### config.mk
export PLATFORM = sky130hd
export DESIGN_NAME = video_src_sched
export DESIGN_NICKNAME = d
export VERILOG_FILES = /design/src/rtl/video_pkg.sv /design/src/rtl/video_src_sched_edge_det.sv /design/src/rtl/video_src_sched.sv
export SDC_FILE = /design/constraint.sdc
export NUM_CORES = 1
export LEC_CHECK = 0
export ABC_AREA = 1
export ABC_CLOCK_PERIOD_IN_PS = 2800
export CAP_MARGIN = 20
export CORE_UTILIZATION = 43
export DETAILED_ROUTE_END_ITERATION = 6
export PLACE_DENSITY_LB_ADDON = 0.15
export SYNTH_ARGS = -nofsm -noshare
export SYNTH_HDL_FRONTEND = slang
export SYNTH_HIERARCHICAL = 1
export SYNTH_SLANG_ARGS = --single-unit
### constraint.sdc
create_clock -name clk_i -period 2.8 [get_ports clk_i]
set_input_delay 0.84 -clock clk_i [delete_from_list [all_inputs] [get_ports clk_i]]
set_output_delay 0.84 -clock clk_i [all_outputs]
set_load 0.05 [all_outputs]
### src/rtl/video_pkg.sv
`default_nettype none
// ============================================================================
//  Module   : video_pkg (package)
//  Purpose  : Shared types and helpers for the video source scheduler.
//             - sched_state_e : scheduler FSM states
//             - COLOR_W       : width of one colour component
//             - vs_active()   : tests a vsync sample against its polarity
//  Revision : 1.0 - initial release
// ============================================================================
package video_pkg;

    localparam int COLOR_W = 8;

    typedef enum logic [1:0] {
        ST_RUN     = 2'd0,
        ST_WAIT_VS = 2'd1,
        ST_MUTE    = 2'd2
    } sched_state_e;

    // True when the vsync sample is at its active level.
    function automatic logic vs_active(input logic vs, input logic pol);
        return (vs == pol);
    endfunction

endpackage : video_pkg
`default_nettype wire

### src/rtl/video_src_sched_edge_det.sv
`default_nettype none
// ============================================================================
//  Module   : edge_det
//  Purpose  : Single-bit edge detector with a resettable previous-value
//             register. Edges are flagged combinationally in the cycle the
//             input differs from its registered previous value.
//  Ports    : clk_i    in  1  clock
//             rst_n_i  in  1  synchronous reset, active low
//             d_i      in  1  monitored signal
//             rise_o   out 1  d_i went 0 -> 1
//             fall_o   out 1  d_i went 1 -> 0
//  Revision : 1.0 - initial release
// ============================================================================
module edge_det #(
    parameter logic RST_VAL = 1'b0
) (
    input  logic clk_i,
    input  logic rst_n_i,
    input  logic d_i,
    output logic rise_o,
    output logic fall_o
);

    logic prev_q;
    logic prev_d;

    always_comb begin
        prev_d = d_i;
    end

    always_ff @(posedge clk_i) begin
        if (!rst_n_i) begin
            prev_q <= RST_VAL;
        end else begin
            prev_q <= prev_d;
        end
    end

    assign rise_o =  d_i & ~prev_q;
    assign fall_o = ~d_i &  prev_q;

endmodule : edge_det
`default_nettype wire

### src/rtl/video_src_sched.sv
`default_nettype none
// ============================================================================
//  Module   : video_src_sched
//  Purpose  : Selects which of two pixel sources feeds the DVI encoder.
//             Source changes are applied only at a vsync leading edge and
//             the RGB output is blanked to black for MUTE_FRAMES whole
//             frames around each switch; syncs and blank keep flowing.
//  Ports    : clk_i, rst_n_i            pixel clock, sync active-low reset
//             req_i, req_src_i          one-cycle source-change request
//             s0_*/s1_*                 source pixel/sync inputs
//             r_o/g_o/b_o, hsync_o,     registered selected pixel stream
//             vsync_o, blank_o
//             cur_src_o                 source currently routed
//             busy_o                    switch in progress
//             frame_cnt_o               vsync edges since reset (wraps)
//  Revision : 1.0 - initial release
// ============================================================================
module video_src_sched
    import video_pkg::*;
#(
    parameter logic        DEF_SRC     = 1'b0,
    parameter int unsigned MUTE_FRAMES = 2,
    parameter logic        VS_POL      = 1'b1
) (
    input  logic               clk_i,
    input  logic               rst_n_i,
    input  logic               req_i,
    input  logic               req_src_i,
    input  logic [COLOR_W-1:0] s0_r_i,
    input  logic [COLOR_W-1:0] s0_g_i,
    input  logic [COLOR_W-1:0] s0_b_i,
    input  logic               s0_hsync_i,
    input  logic               s0_vsync_i,
    input  logic               s0_blank_i,
    input  logic [COLOR_W-1:0] s1_r_i,
    input  logic [COLOR_W-1:0] s1_g_i,
    input  logic [COLOR_W-1:0] s1_b_i,
    input  logic               s1_hsync_i,
    input  logic               s1_vsync_i,
    input  logic               s1_blank_i,
    output logic [COLOR_W-1:0] r_o,
    output logic [COLOR_W-1:0] g_o,
    output logic [COLOR_W-1:0] b_o,
    output logic               hsync_o,
    output logic               vsync_o,
    output logic               blank_o,
    output logic               cur_src_o,
    output logic               busy_o,
    output logic [15:0]        frame_cnt_o
);

    localparam logic [3:0] MUTE_INIT = 4'(MUTE_FRAMES - 1);
    localparam logic       SYNC_IDLE = ~VS_POL;

    sched_state_e       state_q, state_d;
    logic               cur_src_q, cur_src_d;
    logic               tgt_q, tgt_d;
    logic               pend_q, pend_d;
    logic               pend_src_q, pend_src_d;
    logic [3:0]         mute_cnt_q, mute_cnt_d;
    logic [15:0]        frame_cnt_q, frame_cnt_d;
    logic [COLOR_W-1:0] r_q, r_d, g_q, g_d, b_q, b_d;
    logic               hsync_q, hsync_d, vsync_q, vsync_d, blank_q, blank_d;

    logic sel_vsync;
    logic vs_rise, vs_fall, vs_edge;
    logic new_tgt, eff_pend, eff_pend_src, mute;

    // Frame edges are taken from whichever source is currently routed.
    assign sel_vsync = cur_src_q ? s1_vsync_i : s0_vsync_i;

    edge_det #(
        .RST_VAL (SYNC_IDLE)
    ) u_vs_edge (
        .clk_i   (clk_i),
        .rst_n_i (rst_n_i),
        .d_i     (sel_vsync),
        .rise_o  (vs_rise),
        .fall_o  (vs_fall)
    );

    // Leading edge is the inactive->active transition for the chosen polarity.
    assign vs_edge = VS_POL ? vs_rise : vs_fall;

    // ------------------------------------------------------------------
    // Scheduler FSM and counters
    // ------------------------------------------------------------------
    always_comb begin
        state_d      = state_q;
        cur_src_d    = cur_src_q;
        tgt_d        = tgt_q;
        pend_d       = pend_q;
        pend_src_d   = pend_src_q;
        mute_cnt_d   = mute_cnt_q;
        frame_cnt_d  = frame_cnt_q + {15'd0, vs_edge};
        // A request arriving this cycle takes precedence (last request wins).
        new_tgt      = req_i ? req_src_i : tgt_q;
        eff_pend     = pend_q | req_i;
        eff_pend_src = req_i ? req_src_i : pend_src_q;

        case (state_q)
            ST_RUN: begin
                // A coincident vs_edge is deliberately not used here, so the
                // switch lands on the following frame boundary.
                if (req_i && (req_src_i != cur_src_q)) begin
                    tgt_d   = req_src_i;
                    state_d = ST_WAIT_VS;
                end
            end
            ST_WAIT_VS: begin
                tgt_d = new_tgt;
                if (new_tgt == cur_src_q) begin
                    state_d = ST_RUN;
                end else if (vs_edge) begin
                    cur_src_d  = new_tgt;
                    mute_cnt_d = MUTE_INIT;
                    state_d    = ST_MUTE;
                end
            end
            ST_MUTE: begin
                if (req_i) begin
                    pend_d     = 1'b1;
                    pend_src_d = req_src_i;
                end
                if (vs_edge) begin
                    if (mute_cnt_q == 4'd0) begin
                        pend_d = 1'b0;
                        if (eff_pend && (eff_pend_src != cur_src_q)) begin
                            tgt_d   = eff_pend_src;
                            state_d = ST_WAIT_VS;
                        end else begin
                            state_d = ST_RUN;
                        end
                    end else begin
                        mute_cnt_d = mute_cnt_q - 4'd1;
                    end
                end
            end
            default: begin
                state_d = ST_RUN;
            end
        endcase
    end

    // ------------------------------------------------------------------
    // Output mux: driven from the next-state values so the mux and mute
    // change on the very vsync-edge pixel that causes the transition.
    // ------------------------------------------------------------------
    always_comb begin
        mute    = (state_d == ST_MUTE);
        hsync_d = cur_src_d ? s1_hsync_i : s0_hsync_i;
        vsync_d = cur_src_d ? s1_vsync_i : s0_vsync_i;
        blank_d = cur_src_d ? s1_blank_i : s0_blank_i;
        r_d     = cur_src_d ? s1_r_i     : s0_r_i;
        g_d     = cur_src_d ? s1_g_i     : s0_g_i;
        b_d     = cur_src_d ? s1_b_i     : s0_b_i;
        if (mute) begin
            r_d = '0;
            g_d = '0;
            b_d = '0;
        end
    end

    always_ff @(posedge clk_i) begin
        if (!rst_n_i) begin
            state_q     <= ST_RUN;
            cur_src_q   <= DEF_SRC;
            tgt_q       <= DEF_SRC;
            pend_q      <= 1'b0;
            pend_src_q  <= 1'b0;
            mute_cnt_q  <= 4'd0;
            frame_cnt_q <= 16'd0;
            r_q         <= '0;
            g_q         <= '0;
            b_q         <= '0;
            hsync_q     <= SYNC_IDLE;
            vsync_q     <= SYNC_IDLE;
            blank_q     <= 1'b1;
        end else begin
            state_q     <= state_d;
            cur_src_q   <= cur_src_d;
            tgt_q       <= tgt_d;
            pend_q      <= pend_d;
            pend_src_q  <= pend_src_d;
            mute_cnt_q  <= mute_cnt_d;
            frame_cnt_q <= frame_cnt_d;
            r_q         <= r_d;
            g_q         <= g_d;
            b_q         <= b_d;
            hsync_q     <= hsync_d;
            vsync_q     <= vsync_d;
            blank_q     <= blank_d;
        end
    end

    assign r_o         = r_q;
    assign g_o         = g_q;
    assign b_o         = b_q;
    assign hsync_o     = hsync_q;
    assign vsync_o     = vsync_q;
    assign blank_o     = blank_q;
    assign cur_src_o   = cur_src_q;
    assign busy_o      = (state_q != ST_RUN);
    assign frame_cnt_o = frame_cnt_q;

endmodule : video_src_sched
`default_nettype wire

==> results.md <==
* Root Driver: clkbuf_8
* Clock Power Share at 26.2%
* Arrival time worst endpoint at 2730 ps
* Maximum VDD drop at 226 µV
* Utilization after layout at 67.3%
* Post-Syn Area per Cell at 6.69 µm²
* Vias in the first global route at 2399
* Initial DRC Count at 101
* Crit path max fanout at 4
* Min-delay worst type: reg -> reg
* Setup crit start: s1_vsync_i
* Sw frac at 30.8%
* Top delay family on crit path: simple AND/OR/NAND/NOR gates
* CP max stage cell: clkdlybuf4s50_1
* Fmax at 393 MHz
* Worst endpoint required time at 2990 ps
* Min Tclk post-route at 2540 ps
* Layout cell share with drive strength beyond 1 at 5.71%
* Outcome: finished clean
* Clock transition at path regs at 100 ps
* Final instance area at 3780 µm²
* Nets at 555
* Setup WS post-layout at 258 ps
* Synth Warn # at 6
* Mapped Cells at 380
* Placer Congestion at 0.844
* Startpoint types: input pin
* # setup viols final at 0
* Clk sinks at 54
* Pleak at 0.00176 µW
* Antenna cells at 0
* Final Max Slew Viols at 0
* Core Region at 5610 µm²
* Internal at 1160 µW
* DRC violations left at 0
* Worst r2r path cells at 14
* Critical Path End: frame_cnt_o[13]
* Crit end category: register
* DP Area at 3680 µm²
* 1st-pass router iterations at 4
* Setup Buffers After CTS at 0
* Post-Syn Nets at 446
* Global Route Usage Sum at 20.9%
* First-pass GRT wire length at 10200 µm
* Post-route ant nets at 0
* Pin count of the biggest net entering global routing at 29
* Clock Latency Late Sink at 310 ps
* R2r endpoint: frame_cnt_o[13]
* Port Buffers at 102
* DR vias/cell at 4.59
* Max Buffers Root-to-Sink at 2
* Max Cap Viol at 0
* Setup TNS at 0 ps
* CTS tree: done
* Worst r2r src: cur_src_o
* Initial antenna violation count at 0
* Combinational power share at 24.6%
* Post-Route WL at 6150 µm
* GR Overflow Total at 0
* Crit-path cells: clkdlybuf4s50_1 -> nand2_1 -> nand2_1 -> inv_1 -> nor2_2 -> ha_1 -> nand3_1 -> nor2_1 -> nand2_1 -> nor2_1 -> nand2_1 -> nor2_1 -> nand2_1 -> nor3b_1
* WL/cell at 10.9 µm
* Via count at 2580
* Placed cells at 554
* Critical path type: in -> reg
* Period utilisation layout at 90.8%
* CP bufs+invs at 2
* Area growth syn-to-layout at 48.5%
* Final Hold Viols at 0
* Sequential power share at 49.2%
* Htree depth at 2
* R2R setup slack at 750 ps
* Chip height at 78.9 µm
* Fin cells at 562
* Pwr dens at 443 nW/µm²
* Initial Util at 45.3%
* Slew at the pin closest to its max-slew limit at 545 ps
* Rel. slew slack at 63.6%
* Die ar. at 6220 µm²
* Die width at 78.9 µm
* Most frequent CP cell: nand2_1
* Crit-path max cell delay at 480 ps
* Row cnt at 27
* Syn Std Cell Area at 2540 µm²
* Io pins at 103
* Pre-CTS setup slack at -146 ps
* Final Skew at 8.52 ps
* Switching power at 514 µW
* Crit. path cell count at 14
* DP HPWL at 4690 µm
* CTS Buf Count at 5
* RSZ-0062 raised after global routing: false
[cell usage in the layout, fill, tap and decap left out, drive strengths merged]
cell and instances:
o21a 1, clkbuf 5, nor3b 2, a211oi 1, xor2 3, a21oi 12, dlymetal6s2s 1, a31oi 2
nor3 10, clkinvlp 1, dfxtp 54, o21ai 11, clkdlybuf4s50 101, nand3 21, inv 57, nand2 130
ha 8, buf 11, clkinv 2, nand4 3, nor2 54
[worst min-delay path by stage]
| stage | slack (ps) | to | startpoint | cells after the start |
|---|---|---|---|---|
| 2_1_floorplan | 440 | pend_src_q | pend_src_q | 2 |
| 3_3_place_gp | 460 | frame_cnt_o[14] | frame_cnt_o[14] | 2 |
| 3_5_place_dp | 460 | pend_src_q | pend_src_q | 2 |
| 4_1_cts | 480 | pend_src_q | pend_src_q | 2 |
| 5_1_grt | 490 | pend_src_q | pend_src_q | 2 |
| 6_report | 480 | pend_src_q | pend_src_q | 2 |
[area by class of cell]
class                      count  area [µm²]
timing repair buffer         113        1120
tap                           72        90.1
multi-input combinational    258        1180
sequential                    54        1080
clock buffer                   5        68.8
clock inverter                 3        21.3
inverter                      57         216
fill                         527        1830
[metal layers]
metal,vias to the layer above,track usage [%],wire (µm)
met3,4,8.62,589
met1,1108,21.4,2530
met4,0,7.27,50
li1,1373,-,-
met2,95,38.0,2980
met5,-,0,0
[power groups by stage]
stage | clock, µW | combinational (µW) | sequential, µW
2_1_floorplan | 0 | 132 | 945
3_3_place_gp | 0 | 407 | 838
4_1_cts | 450 | 415 | 822
6_report | 438 | 412 | 822
5_1_grt | 479 | 447 | 826
3_5_place_dp | 0 | 413 | 840
[through the flow]
stage          power (µW)  hold WS (ps)
5_1_grt              1750           492
3_5_place_dp         1250           464
3_3_place_gp         1250           462
2_1_floorplan        1080           444
4_1_cts              1690           478
6_report             1670           476
[what timing repair did]
item                                   4_1_cts  5_1_grt
endpoints found under the hold margin        0        0
gates resized for setup                      0        3
setup endpoints to repair                    0        4
hold buffers                                 0        0
[registers in the layout (all words and copies together), names as in the netlist, 2 cells and up]
| name | cells |
|---|---|
| frame_cnt_o | 16 |
| b_o | 8 |
| g_o | 8 |
| r_o | 8 |
| mute_cnt_q | 4 |
| state_q | 2 |
[tightest hold or removal path, cell delays in order, from the launching register on]
cell	delay (ps)
dfxtp_1	320
nand2_1	60
a21oi_1	50
(Power assumes the default switching activity.)
